[src/rtl/fpu_pkg.sv]
// fpu_pkg: shared types and constants for the FPU requester.
//   fpu_op_e    : 3-bit op encoding; OP_IDLE is a no-op that never reaches the FPU.
//                 The other codes are passed through to the FPU untouched.
//   fpu_state_e : requester FSM states.
//   FPU_LATENCY : nominal FPU latency in cycles (start pulse to result strobe).
package fpu_pkg;

  typedef enum logic [2:0] {
    OP_IDLE = 3'b000,
    OP_ADD  = 3'b001,
    OP_SUB  = 3'b010,
    OP_MUL  = 3'b011,
    OP_DIV  = 3'b100,
    OP_SQRT = 3'b101,
    OP_CMP  = 3'b110,
    OP_CVT  = 3'b111
  } fpu_op_e;

  typedef enum logic [1:0] {
    ST_IDLE  = 2'd0,
    ST_ISSUE = 2'd1,
    ST_WAIT  = 2'd2,
    ST_RESP  = 2'd3
  } fpu_state_e;

  localparam int FPU_LATENCY = 31;

  // True when the op bypasses the FPU entirely.
  function automatic logic is_nop(input logic [2:0] op);
    return (op == OP_IDLE);
  endfunction

endpackage

[src/rtl/fpu_timeout_ctr.sv]
// fpu_timeout_ctr: watchdog counter for the WAIT state.
//   clock, reset_n : clock / async active-low reset
//   clear          : synchronous clear (held while the requester is not waiting)
//   enable         : count one per cycle
//   expired        : combinational, high in the cycle the count reaches its limit
// The counter is zero on the first WAIT cycle, so expired is high on the
// TIMEOUT_CYCLES-th WAIT cycle and the FSM leaves WAIT exactly
// TIMEOUT_CYCLES edges after entering it.
module fpu_timeout_ctr #(
  parameter int TIMEOUT_CYCLES = 64
) (
  input  logic clock,
  input  logic reset_n,
  input  logic clear,
  input  logic enable,
  output logic expired
);

  localparam int CW = (TIMEOUT_CYCLES < 2) ? 1 : $clog2(TIMEOUT_CYCLES + 1);
  localparam logic [CW-1:0] LIMIT = CW'(TIMEOUT_CYCLES - 1);

  logic [CW-1:0] r_cnt;

  assign expired = enable && (r_cnt == LIMIT);

  always_ff @(posedge clock or negedge reset_n) begin
    if (!reset_n) begin
      r_cnt <= '0;
    end else if (clear) begin
      r_cnt <= '0;
    end else if (enable && !expired) begin
      r_cnt <= r_cnt + 1'b1;
    end
  end

endmodule

[src/rtl/fpu_requester.sv]
// fpu_requester: single-outstanding command bridge between a valid/ready
// initiator and a start/strobe FPU.
//   clock, reset_n           : clock / async active-low reset
//   req_valid/ready/op/a/b   : command channel (accepted only in IDLE)
//   rsp_valid/ready/result   : response channel, held stable until consumed
//   rsp_err                  : response is a watchdog timeout
//   fpu_start/op/a/b         : one-cycle start pulse plus held operands to FPU
//   fpu_result, fpu_rdy      : FPU result and its ready strobe (used only in WAIT)
//   busy                     : FSM not in IDLE
// Optional feature macro: FPU_REQ_TIMEOUT_EN adds a WAIT watchdog
// (fpu_timeout_ctr); without it WAIT is unbounded and rsp_err is tied low.
module fpu_requester
  import fpu_pkg::*;
#(
  parameter int DATA_WIDTH     = 32,
  parameter int TIMEOUT_CYCLES = 64
) (
  input  logic                  clock,
  input  logic                  reset_n,
  input  logic                  req_valid,
  output logic                  req_ready,
  input  logic [2:0]            req_op,
  input  logic [DATA_WIDTH-1:0] req_a,
  input  logic [DATA_WIDTH-1:0] req_b,
  output logic                  rsp_valid,
  input  logic                  rsp_ready,
  output logic [DATA_WIDTH-1:0] rsp_result,
  output logic                  rsp_err,
  output logic                  fpu_start,
  output logic [2:0]            fpu_op,
  output logic [DATA_WIDTH-1:0] fpu_a,
  output logic [DATA_WIDTH-1:0] fpu_b,
  input  logic [DATA_WIDTH-1:0] fpu_result,
  input  logic                  fpu_rdy,
  output logic                  busy
);

  fpu_state_e            r_state;
  logic [2:0]            r_op;
  logic [DATA_WIDTH-1:0] r_a;
  logic [DATA_WIDTH-1:0] r_b;
  logic                  r_req_ready;
  logic                  r_rsp_valid;
  logic [DATA_WIDTH-1:0] r_rsp_result;
  logic                  r_fpu_start;
  logic                  r_busy;

  assign req_ready  = r_req_ready;
  assign rsp_valid  = r_rsp_valid;
  assign rsp_result = r_rsp_result;
  assign fpu_start  = r_fpu_start;
  assign fpu_op     = r_op;
  assign fpu_a      = r_a;
  assign fpu_b      = r_b;
  assign busy       = r_busy;

`ifdef FPU_REQ_TIMEOUT_EN
  logic r_rsp_err;
  logic w_wait;
  logic w_timeout;

  assign rsp_err = r_rsp_err;
  assign w_wait  = (r_state == ST_WAIT);

  // Cleared in every non-WAIT state so each command gets a fresh budget.
  fpu_timeout_ctr #(
    .TIMEOUT_CYCLES (TIMEOUT_CYCLES)
  ) u_wdog (
    .clock   (clock),
    .reset_n (reset_n),
    .clear   (!w_wait),
    .enable  (w_wait),
    .expired (w_timeout)
  );
`else
  logic w_unused_timeout;

  assign rsp_err = 1'b0;
  // Watchdog limit is meaningless without the watchdog; kept so both builds
  // share one parameter list.
  assign w_unused_timeout = ^TIMEOUT_CYCLES;
`endif

  always_ff @(posedge clock or negedge reset_n) begin
    if (!reset_n) begin
      r_state      <= ST_IDLE;
      r_op         <= '0;
      r_a          <= '0;
      r_b          <= '0;
      r_req_ready  <= 1'b1;
      r_rsp_valid  <= 1'b0;
      r_rsp_result <= '0;
      r_fpu_start  <= 1'b0;
      r_busy       <= 1'b0;
`ifdef FPU_REQ_TIMEOUT_EN
      r_rsp_err    <= 1'b0;
`endif
    end else begin
      // Start is a single-cycle pulse; only the accepting edge sets it.
      r_fpu_start <= 1'b0;
      case (r_state)
        ST_IDLE: begin
          if (req_valid) begin
            r_op        <= req_op;
            r_a         <= req_a;
            r_b         <= req_b;
            r_req_ready <= 1'b0;
            r_busy      <= 1'b1;
            if (is_nop(req_op)) begin
              // No-op bypasses the FPU and answers straight away with zero.
              r_state      <= ST_RESP;
              r_rsp_valid  <= 1'b1;
              r_rsp_result <= '0;
`ifdef FPU_REQ_TIMEOUT_EN
              r_rsp_err    <= 1'b0;
`endif
            end else begin
              r_state     <= ST_ISSUE;
              r_fpu_start <= 1'b1;
            end
          end
        end
        ST_ISSUE: begin
          r_state <= ST_WAIT;
        end
        ST_WAIT: begin
          // fpu_rdy is checked first so a result arriving on the timeout
          // cycle is still delivered.
          if (fpu_rdy) begin
            r_state      <= ST_RESP;
            r_rsp_valid  <= 1'b1;
            r_rsp_result <= fpu_result;
`ifdef FPU_REQ_TIMEOUT_EN
            r_rsp_err    <= 1'b0;
          end else if (w_timeout) begin
            r_state      <= ST_RESP;
            r_rsp_valid  <= 1'b1;
            r_rsp_result <= '0;
            r_rsp_err    <= 1'b1;
`endif
          end
        end
        ST_RESP: begin
          if (rsp_ready) begin
            r_state     <= ST_IDLE;
            r_rsp_valid <= 1'b0;
            r_req_ready <= 1'b1;
            r_busy      <= 1'b0;
          end
        end
        default: begin
          r_state     <= ST_IDLE;
          r_rsp_valid <= 1'b0;
          r_req_ready <= 1'b1;
          r_busy      <= 1'b0;
        end
      endcase
    end
  end

endmodule

[config.mk]
export PLATFORM = sky130hd
export DESIGN_NAME = fpu_requester
export DESIGN_NICKNAME = d
export VERILOG_FILES = /design/src/rtl/fpu_pkg.sv /design/src/rtl/fpu_timeout_ctr.sv /design/src/rtl/fpu_requester.sv
export SDC_FILE = /design/constraint.sdc
export NUM_CORES = 1
export LEC_CHECK = 0
export ABC_CLOCK_PERIOD_IN_PS = 2400
export CORE_MARGIN = 1.5
export CORE_UTILIZATION = 41
export CTS_CLUSTER_SIZE = 10
export DETAILED_ROUTE_END_ITERATION = 12
export PLACE_DENSITY = 0.81
export SLEW_MARGIN = 20
export SYNTH_ARGS = -nofsm -noshare
export SYNTH_HDL_FRONTEND = slang
export SYNTH_SLANG_ARGS = --single-unit
[constraint.sdc]
create_clock -name clock -period 2.4 [get_ports clock]
set_input_delay 0.48 -clock clock [delete_from_list [all_inputs] [get_ports clock]]
set_output_delay 0.48 -clock clock [all_outputs]
set_load 0.05 [all_outputs]
# After elaboration in Yosys (flattened, before gate mapping)
# Cells that the tools add are included.
# Widths: inputs -> output; s select.
# word_totals
n_memories	0
latch_bits	0
register_bits	105
mem_bits_ro	0
out_inout_bits	104
in_bits	104
elab_cells	48
ramBits	0
# op_classes
n_div	0
reduce_logical	10
multipliers	0
n_mux	22
bitwise_logic	0
n_lt_le_gt_ge	0
addsub	0
eq_ne	7
n_shift	0
# op_table
operator	n
$mux 32	3
$pmux 32 s2	1
$mux 1	10
$mux 2	4
$ne 2x2->1 const B	4
$pmux 2 s4	1
$reduce_and 3->1	2
$reduce_and 5->1	1
$eq 2x2->1 const B	2
$pmux 1 s2	2
$reduce_and 4->1	1
$reduce_bool 2->1	2
$logic_not 3->1	1
$pmux 1 s3	1
$reduce_bool 3->1	1
$eq 2x1->1 const B	1
$logic_not 2->1	1
$reduce_and 2->1	1

# Logic depth before layout (Yosys ltp)
# Gate-level depths: netlist of the first run.
# logic_depth
ltp_word	4
mapped_depth	7
mapped_depth_nobuf	5

# Worst setup path before layout of the first run
# Ideal clock, no wire load.
# synth_path
kind	register -> register
startpoint	register r_state[0]
endpoint	register r_rsp_result[10] (netlist: rsp_result[10])
stages_incl_launch_ff	8
arrival_ns	1.984
path_buffers	2
t_required_ns	2.321
synth_period_minus_slack_ns	2.063
setup_slack_ns	0.337
setup_time_ns	0.079
cell_sequence	dfrtp_1 -> inv_1 -> ha_1 -> buf_4 -> or4b_1 -> a211oi_4 -> buf_6 -> mux2i_1
# synth_via
elab_chain_len	3
elab_cells_between_ends	8
cone_classes	eq/ne: 4; mux: 1; reduce/logical: 3
# synth_lines
element	line_no	text
start: declaration	fpu_requester.sv:38	fpu_state_e r_state;
start signal: assignment	fpu_requester.sv:86	r_state <= ST_IDLE;
start signal: assignment	fpu_requester.sv:111	r_state <= ST_RESP;
start signal: assignment	fpu_requester.sv:118	r_state <= ST_ISSUE;
$eq 2x2->1 or $logic_not 2->1 (tied branches)	fpu_requester.sv:101	case (r_state)
$ne 2x2->1 (no source line) or $reduce_bool 2->1 (tied branches)	n/a	
$reduce_and 4->1 (no source line)	n/a	
end signal: assignment	fpu_requester.sv:132	r_rsp_result <= fpu_result;
end: declaration	fpu_requester.sv:44	logic [DATA_WIDTH-1:0] r_rsp_result;
# Parallel ways exist; a longest one is shown, timed or not.
# A chain may end at the register's enable or synchronous reset.

# Final worst setup path of the first run
# layout_path
startpoint	register r_req_ready (netlist: req_ready)
endpoint	output port req_ready
# layout_rtl
element	line_no	text
start: declaration	fpu_requester.sv:42	logic r_req_ready;
start signal: assignment	fpu_requester.sv:90	r_req_ready <= 1'b1;
start signal: assignment	fpu_requester.sv:107	r_req_ready <= 1'b0;
start signal: assignment	fpu_requester.sv:147	r_req_ready <= 1'b1;
end: declaration	fpu_requester.sv:21	output logic req_ready,
# No word-level cell between the ends.

==> results of run 1 <==
## state kept, by name (all words and copies together), names as in the netlist
name,cells
r_state,2
fpu_op,3
req_ready,1
fpu_b,32
fpu_a,32
busy,1
rsp_result,32
fpu_start,1
rsp_valid,1
## cells by family after synthesis
group | count (synthesis)
other cells | 1
flops | 105
mux | 105
compound gates | 6
buf+inv | 52
fa+ha+maj | 5
simple gates | 47
## power groups by stage
stage	clock network, mW	logic, mW	registers (mW)
finish	1.19	6.95	3.10
global route	1.30	7.25	3.23
global placement	0	6.87	3.09
detailed placement	0	7.00	3.15
CTS	1.23	7.01	3.11
floorplan	0	1.61	6.14
## per-layer routing
metal  GRT usage [%]  vias to the layer above
met1            21.4                     1521
li1                -                     1468
met4            7.72                        0
met2            32.2                      134
met3            6.25                       20
met5               0                        -
## Yosys cell counts (2+ instances only)
cell type | instances | area (µm²)
nor2b_1 | 3 | 18.8
buf_4 | 2 | 15.0
buf_1 | 5 | 18.8
buf_2 | 2 | 10.0
buf_6 | 3 | 33.8
nor2_1 | 3 | 11.3
nor3_1 | 3 | 15.0
a21oi_1 | 2 | 10.0
mux2_2 | 68 | 766
nand2_1 | 34 | 128
inv_1 | 36 | 135
mux2i_1 | 37 | 370
ha_1 | 5 | 62.6
dfrtp_1 | 104 | 2600
clkbuf_1 | 4 | 15.0
## final timing paths
kind                            start        endpoint  slack (ps)  depth (start not counted)
max                         req_ready       req_ready         220                          1
min                           reset_n  rsp_result[16]         100                          1
max reg2reg                r_state[0]   rsp_result[8]         300                          6
min reg2reg                 fpu_b[25]       fpu_b[25]         510                          1
max in group asynchronous     reset_n   rsp_result[1]        1650                          2
min in group clock          fpu_b[25]       fpu_b[25]         510                          1
## layout make-up
type / instances / area, µm²
Clock buffer: 11 / 131
Sequential cell: 105 / 2630
Clock inverter: 5 / 86.3
Timing Repair Buffer: 216 / 2170
Tap cell: 136 / 170
Inverter: 36 / 135
Fill cell: 814 / 3490
Multi-Input combinational cell: 164 / 1460
==> flow_summary_export.csv, run 1 <==
group,metric,value,unit
detailed_routing,top_layer,"met4",
power_and_ir_drop,p_seq_share,27.6,%
synthesis,yosys.area_share.simple,4.67,%
power_and_ir_drop,clkPwrFrac,10.6,%
floorplanning,die_h,106,µm
timing,min_period_over_period,90.9,%
synthesis,synth-seq-cells,105,
global_route,antenna_found_initial,0,
floorplanning,start_util,42.0,%
timing,rsz0062_at_grt,"false",
worst_setup_path,cp.required,1920,ps
timing,finalSetupTns,0,ps
global_route,grt.total_usage,18.7,%
detailed_routing,wl_met1,3.92,mm
worst_setup_path,end_kind,"primary output",
worst_setup_path,start_kind,"register",
worst_setup_path,path_delay_family,"buffers and inverters",
finish,mostFrequentLayoutCells,"clkdlybuf4s50_1 (205), dfrtp_1 (104), mux2_2 (68), mux2i_1 (37), inv_1 (36)",
floorplanning,dieArea,0.0112,mm²
timing,finalHoldViolCount,0,
timing,finalCriticalPeriod,2180,ps
worst_setup_path,crit_buf_inv,1,
placed_design,pre_cts_slack,47.4,ps
worst_setup_path,crit_arrival,1700,ps
synthesis,synthDistinctLibCells,25,
synthesis,ys_async_sr_fraction,100,%
finish,syn2layout_area_growth,57.2,%
worst_setup_path,worstSetupPathType,"reg -> out",
worst_setup_path,path_cells,"clkdlybuf4s50_1",
synthesis,muxShareOfSynthArea,26.3,%
floorplanning,dieWidth,106,µm
detailed_routing,vias,3143,
synthesis,synth_top_family_by_area,"multiplexers",
power_and_ir_drop,ir_drop,0.886,mV
synthesis,synth_adder_area_share,1.45,%
clocking,cts.sinks,105,
global_route,grt_pass1_wl,16.5,mm
clocking,cts-buffers-inserted,9,
detailed_routing,drt-vias-per-instance,4.67,
finish,layout.nets,641,
synthesis,post_synth.cell_area_avg,13.4,µm²
synthesis,synth_compound_area_share,1.28,%
timing,setup_viol_count_final,0,
detailed_routing,routed_wl,10.1,mm
clocking,cts.repair.resized,0,
finish,layout_commonest_cell,"clkdlybuf4s50_1",
finish,fin_cells,673,
placed_design,dp_hpwl,7.70,mm
finish,drive_above_1_share,17.9,%
clocking,htreeDepth,3,
worst_setup_path,path_max_fanout,3,
timing,hold_ws,96.0,ps
clocking,post_cts_buffers,0,
flow_run,drv_cap,0,
detailed_routing,dr.first_iter.drc_count,98,
clocking,clkTransAtPathRegs,90,ps
clocking,cts_tree,"yes",
timing,fmax,459,MHz
timing,worst_slack,220,ps
synthesis,synth_warnings,0,
timing,slew_headroom,62.0,%
worst_setup_path,cp_slowest_cell,"clkdlybuf4s50_1",
placed_design,place_congestion,0.851,
power_and_ir_drop,power.leakage,2.85,nW
floorplanning,num_rows,37,
power_and_ir_drop,p_sw,5.41,mW
placed_design,io_buffers,206,
global_route,grt_pass1_vias,3508,
floorplanning,io_pins,208,
power_and_ir_drop,intPower,5.83,mW
detailed_routing,drc,0,
placed_design,dp_cells,657,
placed_design,placed_area,0.00657,mm²
detailed_routing,ant_nets,0,
synthesis,synth-edff-count,0,
worst_hold_path,hold_class,"in -> async",
status,status,"complete, no violations",
clocking,ctsHoldBuffers,0,
finish,final_util,66.0,%
floorplanning,fp.coreArea,0.0103,mm²
power_and_ir_drop,p_sw_share,48.2,%
synthesis,yosysSeqAreaShare,60.9,%
timing,clock_skew,16.6,ps
detailed_routing,dr_wl_met2,5.10,mm
clocking,insertion_delay,350,ps
synthesis,syn_nets,430,
timing,finalMaxSlewViolations,0,
worst_setup_path,slowest_delay,800,ps
detailed_routing,avgRoutedWirePerCell,15.1,µm
power_and_ir_drop,p_total,11.2,mW
synthesis,synth_xor_area_share,0,%
synthesis,synthCells,321,
finish,antenna_cells,0,
global_route,grt_max_degree,69,
synthesis,ys.flop_type,"dfrtp_1",
synthesis,synth_area,0.00432,mm²
power_and_ir_drop,pwr-share-comb,61.8,%
finish,stdcell_area,0.00679,mm²
timing,worst_slew_pin_slew,568,ps
power_and_ir_drop,power_density,1660,mW/mm²
clocking,root_buffer,"clkbuf_8",
detailed_routing,first_pass_iters,4,
clocking,cts_max_path_buffers,2,
detailed_routing,wl_met3,898,µm
global_route,overflow,0,
Power figures use the tool's default switching activity.
==> inputs of run 2 (changes only) <==
--- a/config.mk
+++ b/config.mk
@@ -15,3 +15,4 @@
 export SYNTH_ARGS = -nofsm -noshare
 export SYNTH_HDL_FRONTEND = slang
 export SYNTH_SLANG_ARGS = --single-unit
+export TNS_END_PERCENT = 30
==> results of run 2 <==
No change in the layout: final DEF, timing and power equal those of run 1.
